**config.mk**
```make
export PLATFORM = sky130hd
export DESIGN_NAME = logic_gate_bist_ctrl
export DESIGN_NICKNAME = d
export VERILOG_FILES = /design/src/rtl/gate_bist_pkg.sv /design/src/rtl/logic_gate_ref.sv /design/src/rtl/logic_gate_bist_ctrl.sv
export SDC_FILE = /design/constraint.sdc
export NUM_CORES = 1
export LEC_CHECK = 0
export BUFFER_PORTS_ARGS = -buffer_cell sky130_fd_sc_hd__clkbuf_2
export CORE_AREA = 2 2 51 53
export CTS_BUF_LIST = sky130_fd_sc_hd__clkbuf_8
export DETAILED_ROUTE_END_ITERATION = 8
export DIE_AREA = 0 0 53 55
export PLACE_DENSITY_LB_ADDON = 0.05
export REMOVE_ABC_BUFFERS = 1
export SLEW_MARGIN = 15
export SYNTH_ARGS = -nofsm -noshare
export SYNTH_HDL_FRONTEND = slang
export SYNTH_SLANG_ARGS = --single-unit
```
**constraint.sdc**
```tcl
create_clock -name clk -period 2.49 [get_ports clk]
set_input_delay 0.249 -clock clk [delete_from_list [all_inputs] [get_ports clk]]
set_output_delay 0.249 -clock clk [all_outputs]
set_load 0.01 [all_outputs]
```
**src/rtl/gate_bist_pkg.sv**
```systemverilog
// Shared definitions for the logic-gate BIST sequencer and its reference model.
package gate_bist_pkg;

    localparam logic [1:0] OP_AND = 2'b00;
    localparam logic [1:0] OP_OR  = 2'b01;
    localparam logic [1:0] OP_XOR = 2'b10;
    localparam logic [1:0] OP_NOR = 2'b11;

    typedef enum logic [1:0] {
        IDLE = 2'd0,
        RUN  = 2'd1,
        DONE = 2'd2
    } bist_state_t;

endpackage

```
**src/rtl/logic_gate_ref.sv**
```systemverilog
// Golden 2-input gate function; also used by gate benches as a reference model.
module logic_gate_ref
    import gate_bist_pkg::*;
#(
    parameter int WIDTH = 1
) (
    input  logic [1:0]       op,
    input  logic [WIDTH-1:0] a,
    input  logic [WIDTH-1:0] b,
    output logic [WIDTH-1:0] f
);

    always_comb begin
        f = '0;
        case (op)
            OP_AND: f = a & b;
            OP_OR:  f = a | b;
            OP_XOR: f = a ^ b;
            OP_NOR: f = ~(a | b);
        endcase
    end

endmodule

```
**src/rtl/logic_gate_bist_ctrl.sv**
```systemverilog
// Exhaustive-vector BIST sequencer for one 2-input gate under test.
//
// state | meaning
// IDLE  | waiting for start; results of the last run held
// RUN   | stepping vectors, waiting DUT_LAT clocks then scoring each one
// DONE  | one-cycle end of run; done pulse, pass valid
module logic_gate_bist_ctrl
    import gate_bist_pkg::*;
#(
    parameter int WIDTH   = 1,
    parameter int DUT_LAT = 0,
    parameter int ERR_W   = 8
) (
    input  logic                 clk,
    input  logic                 rst_n,
    input  logic                 start,
    input  logic [1:0]           op_sel,
    output logic [WIDTH-1:0]     a_o,
    output logic [WIDTH-1:0]     b_o,
    input  logic [WIDTH-1:0]     f_i,
    output logic                 busy,
    output logic                 done,
    output logic                 pass,
    output logic [ERR_W-1:0]     err_cnt,
    output logic [2*WIDTH-1:0]   first_fail
);

    localparam int VEC_W  = 2 * WIDTH;
    localparam int WAIT_W = (DUT_LAT < 1) ? 1 : $clog2(DUT_LAT + 1);
    localparam logic [WAIT_W-1:0] WAIT_LOAD = WAIT_W'(DUT_LAT);

    bist_state_t         state, state_nxt;
    logic [VEC_W-1:0]    vec;
    logic [WAIT_W-1:0]   wait_cnt;
    logic [1:0]          op_q;
    logic [WIDTH-1:0]    f_ref;
    logic                sample;
    logic                last_vec;
    logic                mismatch;
    logic [ERR_W-1:0]    err_nxt;

    logic_gate_ref #(.WIDTH(WIDTH)) u_ref (
        .op (op_q),
        .a  (a_o),
        .b  (b_o),
        .f  (f_ref)
    );

    // Operands are straight slices of the registered vector counter.
    assign a_o      = vec[VEC_W-1:WIDTH];
    assign b_o      = vec[WIDTH-1:0];
    assign sample   = (state == RUN) && (wait_cnt == '0);
    assign last_vec = (vec == '1);
    assign mismatch = (f_i != f_ref);

    always_comb begin
        err_nxt = err_cnt;
        if (mismatch && (err_cnt != '1)) begin
            err_nxt = err_cnt + ERR_W'(1);
        end
    end

    always_ff @(posedge clk or negedge rst_n) begin
        if (!rst_n) begin
            state <= IDLE;
        end else begin
            state <= state_nxt;
        end
    end

    always_comb begin
        state_nxt = state;
        case (state)
            IDLE: if (start) state_nxt = RUN;
            RUN:  if (sample && last_vec) state_nxt = DONE;
            DONE: state_nxt = IDLE;
            default: state_nxt = IDLE;
        endcase
    end

    always_comb begin
        busy = (state == RUN);
        done = (state == DONE);
    end

    always_ff @(posedge clk or negedge rst_n) begin
        if (!rst_n) begin
            vec        <= '0;
            wait_cnt   <= '0;
            op_q       <= '0;
            pass       <= 1'b0;
            err_cnt    <= '0;
            first_fail <= '0;
        end else begin
            case (state)
                IDLE: begin
                    if (start) begin
                        op_q       <= op_sel;
                        vec        <= '0;
                        wait_cnt   <= WAIT_LOAD;
                        pass       <= 1'b0;
                        err_cnt    <= '0;
                        first_fail <= '0;
                    end
                end
                RUN: begin
                    if (wait_cnt != '0) begin
                        wait_cnt <= wait_cnt - WAIT_W'(1);
                    end else begin
                        err_cnt <= err_nxt;
                        // err_cnt never returns to zero within a run, so zero marks the first miss
                        if (mismatch && (err_cnt == '0)) begin
                            first_fail <= vec;
                        end
                        if (!last_vec) begin
                            vec      <= vec + VEC_W'(1);
                            wait_cnt <= WAIT_LOAD;
                        end else begin
                            pass <= (err_nxt == '0);
                        end
                    end
                end
                default: ;
            endcase
        end
    end

endmodule
```
==> Yosys cells after proc, flatten, opt, wreduce, memory -nomap -nowiden <==
Cells that the tools add are included.
{ "word_totals": {"regBits": 18, "in_bits": 6, "output_inout_bits": 15} }
{ "op_classes": {"addsub": 3, "n_eq_ne": 14, "muxes": 21, "n_bitwise": 5, "n_reduce_logical": 16} }
{ "op_table": {"columns": ["cell", "n"], "rows": [
  ["2-to-1 mux 8 bit", 3],
  ["zero test 8 bit", 2],
  ["one-hot mux 8 bit (2 select lines)", 1],
  ["2-to-1 mux 2 bit", 7],
  ["one-hot mux 2 bit (2 select lines)", 3],
  ["AND reduction 4 bit", 3],
  ["adder 8 x 1 -> 8 bit, second input constant", 1],
  ["equality test 2 bit, second input constant", 4],
  ["!= test 8 bit, second input constant", 1],
  ["!= test 2 x 1 -> 1 bit, second input constant", 3],
  ["!= test 2 bit, second input constant", 3],
  ["AND reduction 2 bit", 3],
  ["equality test 2 x 1 -> 1 bit, second input constant", 2],
  ["logical AND 1 bit", 4],
  ["zero test 2 bit", 2],
  ["2-to-1 mux 1 bit", 4],
  ["one-hot mux 1 bit (2 select lines)", 2],
  ["one-hot mux 1 bit (4 select lines)", 1],
  ["AND reduction 3 bit", 1],
  ["adder 2 x 1 -> 2 bit, second input constant", 1],
  ["NOT 1 bit", 2],
  ["nonzero test 2 bit", 1],
  ["bitwise AND 1 bit", 1],
  ["!= test 1 bit", 1],
  ["other kinds (3)", 3]
]} }

==> Depth between registers and ports, before layout <==
Gate-level depths: netlist of run 1.
{ "depth": {"word_depth": 10, "ltp_mapped": 9, "mapped_depth_nobuf": 8} }

==> Cells and area by module <==
A second synthesis of run 1 with hierarchy kept.
{ "hier_totals": {"cells_unflattened": 121, "hier_area_um2": 1136.1} }
{ "by_module_without_submodules": {"columns": ["mod", "n_inst", "cells_per_inst", "area_per_inst_um2", "seq_area_each_um2"], "rows": [
  ["logic_gate_bist_ctrl", 1, 112, 1063.5, 425.4],
  ["logic_gate_ref", 1, 9, 72.6, 0.0]
]} }

==> Least setup slack after synthesis of run 1 <==
Ideal clock, no wire load.
{ "synth_path": {"path_kind": "flip-flop to flip-flop", "from": "register vec[1]", "to": "register pass", "setup_time_ns": 0.104, "arrival_time_ns": 2.300, "required_ns": 2.386, "slack_ns": 0.086, "path_stages_with_launch": 9, "n_path_buf": 0, "cell_sequence": "dfrtp_1 > inv_1 > ha_1 > mux2i_1 > mux2_4 > nand3_4 > or4_4 > mux2_4 > o41ai_2"} }
{ "synth_via": {"elab_chain_cells": 10} }
{ "synth_lines": {"columns": ["item", "line_no", "source"], "rows": [
  ["start: declaration", "logic_gate_bist_ctrl.sv:33", "logic [VEC_W-1:0] vec;"],
  ["start signal: assignment", "logic_gate_bist_ctrl.sv:116", "vec <= vec + VEC_W'(1);"],
  ["OR 1 bit", "logic_gate_ref.sv:17, logic_gate_ref.sv:19", null],
  ["NOT 1 bit", "logic_gate_ref.sv:19", "OP_NOR: f = ~(a | b);"],
  ["one-hot mux 1 bit (4 select lines)", "logic_gate_ref.sv:15", "case (op)"],
  ["!= test 1 bit", "logic_gate_bist_ctrl.sv:54", "assign mismatch = (f_i != f_ref);"],
  ["logical AND 1 bit", "logic_gate_bist_ctrl.sv:58", "if (mismatch && (err_cnt != '1)) begin"],
  ["2-to-1 mux 8 bit", "logic_gate_bist_ctrl.sv:58", null],
  ["zero test 8 bit", "logic_gate_bist_ctrl.sv:119", "pass <= (err_nxt == '0);"],
  ["2-to-1 mux 1 bit", "logic_gate_bist_ctrl.sv:115", "if (!last_vec) begin"],
  ["2-to-1 mux 1 bit", "logic_gate_bist_ctrl.sv:107", "if (wait_cnt != '0) begin"],
  ["one-hot mux 1 bit (2 select lines)", "logic_gate_bist_ctrl.sv:95", "case (state)"],
  ["end signal: assignment", "logic_gate_bist_ctrl.sv:119", null],
  ["end: declaration", "logic_gate_bist_ctrl.sv:23", "output logic pass,"]
]} }
Parallel ways exist; a longest one is shown, timed or not. The select of a mux whose other input is x is not followed.
A chain may end at the register's enable or synchronous reset.

==> Worst setup path after layout of run 1 <==
{ "layout_path": {"from": "register vec[0]", "to": "register pass"} }
Same word-level chain as after synthesis.

==> impl_metrics.yaml, run 1 <==
synth:
  avgSynthCellArea_um2: 9.339
  ys_warn_count: 0
  async_reset_ff_share_pct: 100.0
  yosysUniqueCellTypes: 40
  synth_ff_type: "dfrtp_1"
  synth_seq_cells: 17
  ys_seq_area_share_pct: 36.44
  syn_area_mm2: 0.001167
  synthCells: 125
  synth_edf_count: 0
floorplan:
  die_area_mm2: 0.002915
  die_w_um: 53
  die_y_um: 55
  fp-row-count: 18
  coreArea_mm2: 0.002365
  ios: 21
  start_util_pct: 49.37
final_layout:
  fillers: 221
  nets: 168
  diodes: 0
  syn_to_final_growth_pct: 24.54
  fin_util_pct: 61.48
  stdcell_area_mm2: 0.001454
  drive_above_1_share_pct: 29.94
  multi_input_area_um2: 703.2
  final-seq-area_um2: 425.4
  stdcell_count: 187
pwr:
  p_sw_share_pct: 43.17
  peakVddDrop_uv: 744.8
  p_int_mw: 0.9846
  power_switching_mw: 0.7480
  power.share.clock_pct: 12.4
  seqPwrFrac_pct: 28.1
  powerDensity_mw_per_mm2: 1192
  power_frac_comb_pct: 59.5
  p_leak_nw: 0.6975
clocking:
  clockBufferDepth: 2
  htree_levels: 1
  cts.sinks: 17
  numCtsBuffers: 3
  cts_tree: "done"
  clkSlewWorstSetupHoldPaths_ns: 0.07
  root_buffer: "clkbuf_8"
  clock_latency_ns: 0.26
placed_design:
  dp_hpwl_um: 2021
  placedCellCount: 176
  post_dp_cell_area_mm2: 0.001329
  io_buffers: 20
  gp_congestion: 0.9438
worst_hold_path:
  hold_path_class: "in -> reg"
  holdPathStages: 2
  hp-start: "op_sel[0]"
timing:
  fin_skew_ns: 0.004641
  drv_slew: 0
  period_share_pct: 96.13
  final-setup-viol-count: 0
  hold_violations: 0
  tightest_slew_ns: 0.6611
  slew_headroom_pct: 55.84
  rsz0062_at_grt: "no"
  fmax_ghz: 0.4178
  whs_ns: 0.2102
  fin_crit_ns: 2.394
worst_setup_path:
  cp-startpoint: "vec[0]"
  cp.depth: 8
  cp.arrival_ns: 2.56
  worst_path_max_delay_cell: "or4_4"
  path_class: "reg -> reg"
  r2r_start: "vec[0]"
  crit_family: "simple AND/OR/NAND/NOR gates"
  path_buf_inv: 1
  worstPathRequired_ns: 2.65
  worst-r2r-cell-count: 8
  cp_max_fo: 5
  r2r_setup_slack_ns: 0.1
  crit_chain: "buf_4 > ha_1 > and2b_1 > o21ai_4 > nand3_4 > or4_4 > mux2_4 > o41ai_2"
  critPathMaxStageDelay_ns: 0.50
  cp-end-kind: "register"
  start_kind: "register"
drt:
  drtIter0Drc: 21
  viasPerCell: 5.947
  ant_nets: 0
  drc: 0
  vias: 1112
  wl_per_cell_um: 15.92
  first_pass_iters: 4
  routed_wl_um: 2977
global_route:
  grt-ovfl-total: 0
  grt_pass1_vias: 1064
  antenna_found_initial: 0
  grt_max_degree: 18
  grt_pass1_wl_um: 4554
  grt_use_total_pct: 22.04
status:
  status: "finished clean"
flow_run:
  max_cap_viol_count: 0
[stage by stage]
| step | power (mW) | setup TNS (ns) | worst slack [ns] |
|---|---|---|---|
| finish | 1.733 | 0 | 0.09635 |
| global route | 1.876 | 0 | 0.001494 |
| CTS | 1.629 | 0 | 0.002268 |
| detailed placement | 1.381 | -0.003147 | -0.003147 |
| global placement | 1.361 | 0 | 0.07372 |
| floorplan | 1.087 | 0 | 0.02140 |
[layout make-up]
type / count / area share [%]
multi-input cells: 92 / 48.37
repair buffers: 33 / 13.77
inverters: 11 / 2.840
flip-flops and latches: 17 / 29.26
well taps: 30 / 2.582
clock buffers: 3 / 2.840
clock inverters: 1 / 0.3442
[power by group through the flow]
stage / sequential, mW / combinational [mW] / clock (mW)
6_report: 0.487 / 1.03 / 0.214
5_1_grt: 0.503 / 1.14 / 0.230
4_1_cts: 0.482 / 0.928 / 0.219
3_5_place_dp: 0.494 / 0.887 / 0
3_3_place_gp: 0.488 / 0.873 / 0
2_1_floorplan: 0.503 / 0.584 / 0
[cell usage in the layout (no fill, tap or decap), types with 2 or more instances in the layout]
master     Yosys  layout
or3_1          2       2
and2b_1        2       2
mux2_4         2       2
o21a_1         2       2
nor2_1         7       7
o41ai_2        1       2
or4_4          1       2
mux2_1         2       2
a22o_1         7       7
mux2i_1        5       5
o2111ai_1      2       2
o31ai_1        3       3
o41ai_1        3       2
buf_4          0      12
nand2b_1       3       3
nand2_1       11      11
a21oi_1        2       2
nor2b_1        4       4
ha_1           4       3
inv_1         11      11
clkbuf_8       0       3
nand3_1        2       2
clkbuf_2       0      20
nor3_1         2       2
dfrtp_1       17      17
nand4_1        3       3
o21ai_1        5       5
o21ai_0        3       3
[cells in the mapped netlist, types with 2 or more instances]
cell       number  share of area (%)
nand4_1         3                1.6
clkbuf_1        3               0.96
o2111ai_1       2                1.5
nand3_1         2               0.86
nor2_1          7                2.3
nand2_1        11                3.5
o41ai_1         3                2.3
a21oi_1         2               0.86
nand2b_1        3                1.6
ha_1            4                4.3
or4_1           2                1.3
mux2i_1         5                4.3
o21ai_1         5                2.1
dfrtp_1        17                 36
o21ai_0         3                1.3
mux2_4          2                2.6
and2b_1         2                1.3
mux2_1          2                1.9
nor2b_1         4                2.1
inv_1          11                3.5
buf_2           2               0.86
nor3_1          2               0.86
a22o_1          7                5.3
o31ai_1         3                1.9
or3_1           2                1.1
o21a_1          2                1.3
[kinds of logic (layout without fill, tap and decap cells)]
| family | Yosys count | count (layout) | share of synthesized area, % |
|---|---|---|---|
| xor gates and xnor gates | 1 | 1 | 0.7504 |
| adders and majority gates | 4 | 4 | 4.287 |
| DFF | 17 | 17 | 36.44 |
| and+or+nand+nor | 43 | 43 | 20.58 |
| AOI/OAI and AO/OA | 34 | 34 | 22.83 |
| muxes | 10 | 10 | 9.754 |
| buffers and inverters | 16 | 48 | 5.359 |
[final timing paths]
path                            endpoint
min in group asynchronous     err_cnt[6]
max reg2reg                         pass
max                                 pass
min reg2reg                first_fail[0]
min                              op_q[0]
max in group asynchronous        op_q[0]
[timing repair]
| action | 4_1_cts | 5_1_grt |
|---|---|---|
| gates resized for setup | 0 | 3 |
| hold endpoints to repair | 17 | 0 |
| buffers inserted | 2 | 4 |
| hold buffers | 1 | 0 |
| endpoints found under the setup margin | 1 | 5 |
| pin swaps | 0 | 2 |
[layer usage]
layer  vias up  track usage, %  share of wire [%]
met4         0           14.10                3.2
met5         -               0                  0
met2        51           40.63                 51
li1        521               -                  -
met3        10           3.495                5.7
met1       530           23.54                 40
[sequential cells by signal, summed over array words and instances, names as in the netlist]
| signal | flops |
|---|---|
| err_cnt | 8 |
| vec | 2 |
| op_q | 2 |
| pass | 1 |
| state | 2 |
| first_fail | 2 |
Note: power is estimated with default switching activity, not from simulation.
==> run 2, diff against run 1 <==
Settings changed: BUFFER_PORTS_ARGS -buffer_cell sky130_fd_sc_hd__clkbuf_2 to -buffer_cell sky130_fd_sc_hd__buf_2.
==> impl_metrics.yaml, run 2 (same netlist as run 1, synthesis figures left out) <==
timing:
  slew_headroom_pct: 58.23
  setup_slack_ns: 0.09906
  fin_tns_setup_ns: 0
  period_share_pct: 96.02
  drv_slew: 0
  final-setup-viol-count: 0
  tightest_slew_ns: 0.6253
  fmax_ghz: 0.4182
  fin_crit_ns: 2.391
  rsz0062_at_grt: "yes"
  hold_violations: 0
  fin_skew_ns: 0.002596
pwr:
  p_int_mw: 0.9135
  power_frac_comb_pct: 56.5
  peakVddDrop_uv: 642.6
  seqPwrFrac_pct: 30.4
  power.share.clock_pct: 13.1
  p_sw_share_pct: 43.78
  powerDensity_mw_per_mm2: 1156
  p_leak_nw: 0.6756
  power_switching_mw: 0.7114
worst_setup_path:
  worst-r2r-cell-count: 8
  cp-end-kind: "register"
  r2r-end: "pass"
  crit_path_end: "pass"
  cp.arrival_ns: 2.55
  cp-startpoint: "vec[0]"
  r2r_setup_slack_ns: 0.1
  start_kind: "register"
  cp_max_fo: 5
  r2r_start: "vec[0]"
  path_class: "reg -> reg"
  worstPathRequired_ns: 2.65
floorplan:
  coreArea_mm2: 0.002365
  die_y_um: 55
  fp-row-count: 18
  start_util_pct: 49.37
  die_w_um: 53
  ios: 21
  die_area_mm2: 0.002915
global_route:
  grt-ovfl-total: 0
  grt_max_degree: 18
  grt_pass1_vias: 952
  grt_pass1_wl_um: 4312
  antenna_found_initial: 0
  grt_use_total_pct: 20.74
drt:
  ant_nets: 0
  routed_wl_um: 2652
  viasPerCell: 5.702
  drtIter0Drc: 33
  first_pass_iters: 4
  drc: 0
  vias: 1032
  wl_per_cell_um: 14.65
final_layout:
  diodes: 0
  drive_above_1_share_pct: 27.81
  nets: 162
  largest-register: "err_cnt"
  largest_reg_flops: 8
  final_common_cell: "buf_2"
  stdcell_area_mm2: 0.001405
  syn_to_final_growth_pct: 20.36
  final_cell_mix: "buf_2 (20), dfrtp_1 (17), inv_1 (11), nand2_1 (11)"
clocking:
  numCtsBuffers: 3
  clockBufferDepth: 2
  cts_tree: "done"
  clock_latency_ns: 0.26
  cts.sinks: 17
  htree_levels: 1
  root_buffer: "clkbuf_8"
  clkSlewWorstSetupHoldPaths_ns: 0.07
placed_design:
  dp_slack_ns: 0.03658
  dp_hpwl_um: 1964
  post_dp_cell_area_mm2: 0.001321
  gp_congestion: 0.9448
  io_buffers: 20
worst_hold_path:
  hp-start: "op_sel[1]"
  hold_path_class: "in -> reg"
status:
  status: "finished clean"
flow_run:
  max_cap_viol_count: 0
-- run 2: layout make-up --
class                   instances  area, µm²
multi-input cells              92      699.4
well taps                      30      37.54
flip-flops and latches         17      425.4
repair buffers                 27      155.1
inverters                      11      41.29
clock buffers                   3      41.29
fillers                       216      959.7
clock inverters                 1      5.005
-- run 2: worst min path at each step --
| stage | end | slack, ns | depth (start not counted) |
|---|---|---|---|
| CTS | op_q[1] | 0.21 | 2 |
| finish | op_q[1] | 0.21 | 2 |
| global route | op_q[0] | 0.22 | 2 |
| global placement | err_cnt[3] | 0.20 | 1 |
| detailed placement | err_cnt[2] | 0.21 | 1 |
| floorplan | err_cnt[0] | -0.05 | 0 |
-- run 2: what timing repair did --
| item | CTS | global route |
|---|---|---|
| gates resized for setup | 0 | 4 |
| endpoints found under the setup margin | 0 | 5 |
| buffers inserted | 0 | 1 |
| endpoints found under the hold margin | 17 | 0 |
| hold buffers | 1 | 0 |
-- run 2: power by group through the flow --
stage	Clock, mW	Sequential [mW]	Combinational [mW]
after floorplan	0	0.503	0.584
after global placement	0	0.488	0.875
after detailed placement	0	0.496	0.891
after CTS	0.220	0.491	0.894
after global routing	0.230	0.511	1.02
final	0.213	0.494	0.918
-- run 2: metrics by stage --
step | utilization [%] | hold slack, ns | instances | power (mW)
6_report | 59.42 | 0.2078 | 181 | 1.625
5_1_grt | 59.42 | 0.2235 | 181 | 1.760
4_1_cts | 58.25 | 0.2074 | 180 | 1.605
3_5_place_dp | 55.87 | 0.2065 | 175 | 1.387
3_3_place_gp | 55.87 | 0.1995 | 175 | 1.363
2_1_floorplan | - | -0.04659 | 120 | 1.087
-- run 2: worst max-delay path: stages (launching register included) --
cell       delay (ns)
dfrtp_1          0.43
inv_1            0.08
ha_1             0.16
and2b_1          0.22
or4_4            0.51
nand4_1          0.17
mux2i_1          0.23
o2111ai_1        0.16
o41ai_2          0.34
-- run 2: layer usage --
layer / global-route usage [%] / share of wire (%) / vias up / wire (µm)
li1: - / - / 516 / -
met1: 25.42 / 43 / 482 / 1129
met2: 35.63 / 50 / 28 / 1315
met3: 2.688 / 5.2 / 6 / 138
met4: 11.11 / 2.6 / 0 / 68
met5: 0 / 0 / - / 0
==> run 3, diff against run 2 <==
Settings changed: PLACE_DENSITY from default to 0.75, PLACE_DENSITY_LB_ADDON 0.05 to default.
==> impl_metrics.yaml, run 3 (same netlist as run 1, synthesis figures left out) <==
timing:
  hold_violations: 0
  final-setup-viol-count: 0
  rsz0062_at_grt: "yes"
  whs_ns: 0.2162
  fin_skew_ns: 0.0007828
  fin_tns_setup_ns: 0
  fin_crit_ns: 2.422
  tightest_slew_ns: 0.5865
  slew_headroom_pct: 60.82
  fmax_ghz: 0.4128
  drv_slew: 0
  period_share_pct: 97.29
  setup_slack_ns: 0.06751
global_route:
  grt_max_degree: 18
  grt_pass1_wl_um: 4450
  grt_pass1_vias: 959
  grt_use_total_pct: 20.92
  antenna_found_initial: 0
  grt-ovfl-total: 0
placed_design:
  gp_congestion: 1.009
  post_dp_cell_area_mm2: 0.001314
  dp_slack_ns: 0.01363
  dp_hpwl_um: 1920
  io_buffers: 20
worst_setup_path:
  cp_max_fo: 5
  start_kind: "register"
  critPathMaxStageDelay_ns: 0.49
  cp-end-kind: "register"
  crit_chain: "inv_1 > ha_1 > mux2i_1 > mux2_4 > nand3_4 > or4_4 > mux2_4 > a22o_1"
  worstPathRequired_ns: 2.63
  r2r_start: "vec[0]"
  worst_path_max_delay_cell: "or4_4"
  path_class: "reg -> reg"
  cp.arrival_ns: 2.56
  cp-startpoint: "vec[0]"
  crit_family: "multiplexers"
  path_buf_inv: 1
  timing.critical_path.mode_cell: "mux2_4"
flow_run:
  max_cap_viol_count: 0
pwr:
  p_leak_nw: 0.6861
  powerDensity_mw_per_mm2: 1171
  peakVddDrop_uv: 754.2
final_layout:
  fillers: 208
  largest_reg_flops: 8
  drive_above_1_share_pct: 28.10
  syn_to_final_growth_pct: 21.54
  nets: 164
  largest-register: "err_cnt"
  stdcell_area_mm2: 0.001419
  diodes: 0
  final_cell_mix: "buf_2 (20), dfrtp_1 (17), inv_1 (12), nand2_1 (11), buf_4 (8)"
  final_common_cell: "buf_2"
clocking:
  numCtsBuffers: 3
  clkSlewWorstSetupHoldPaths_ns: 0.07
  root_buffer: "clkbuf_8"
  cts_tree: "done"
  clock_latency_ns: 0.25
  htree_levels: 1
  clockBufferDepth: 2
  cts.sinks: 17
drt:
  drc: 0
  first_pass_iters: 4
  viasPerCell: 5.738
  drtIter0Drc: 24
  vias: 1050
  wl_per_cell_um: 14.48
  routed_wl_um: 2649
  ant_nets: 0
floorplan:
  ios: 21
  die_w_um: 53
  start_util_pct: 49.37
  fp-row-count: 18
  die_y_um: 55
  coreArea_mm2: 0.002365
  die_area_mm2: 0.002915
worst_hold_path:
  hold_path_class: "in -> reg"
  hp-start: "op_sel[0]"
status:
  status: "finished clean"
==> run 3: area by class of cell <==
cell class,count,area (µm²),area share (%)
Clock buffer,3,41.29,2.910
Tap cell,30,37.54,2.646
Multi-Input combinational cell,92,699.4,49.29
Clock inverter,1,3.754,0.2646
Sequential cell,17,425.4,29.98
Timing Repair Buffer,29,170.2,11.99
Inverter,11,41.29,2.910
==> run 3: power by group <==
group          switching (mW)  internal [mW]  total, mW
clock network          0.0929          0.109      0.202
logic                   0.493          0.473      0.966
registers               0.126          0.367      0.493
==> run 3: per-layer routing <==
| metal | GRT usage [%] | part of all wire [%] |
|---|---|---|
| met2 | 35.83 | 50 |
| met4 | 8.120 | 1.6 |
| met5 | 0 | 0 |
| met1 | 26.51 | 44 |
| met3 | 3.495 | 4.2 |
==> run 3: timing repair <==
action | 4_1_cts | 5_1_grt
setup buffers | 0 | 4
hold buffers | 1 | 0
endpoints found under the setup margin | 0 | 5
resized for setup | 0 | 4
hold endpoints to repair | 17 | 0
==> run 3: final timing paths <==
check / end / slack (ns) / cells after the start
worst min-delay path: op_q[0] / 0.22 / 2
worst max register to register: err_cnt[7] / 0.07 / 8
min in group asynchronous: err_cnt[2] / 0.45 / 2
max in group asynchronous: err_cnt[4] / 1.76 / 2
worst min register to register: first_fail[1] / 0.52 / 2
worst max-delay path: err_cnt[7] / 0.07 / 8
==> run 3: metrics by stage <==
step           total power, mW  instances  utilization (%)
2_1_floorplan            1.087        120                -
3_3_place_gp             1.348        174            55.56
3_5_place_dp             1.378        174            55.56
4_1_cts                  1.589        179            57.88
5_1_grt                  1.804        183            60.00
6_report                 1.662        183            60.00
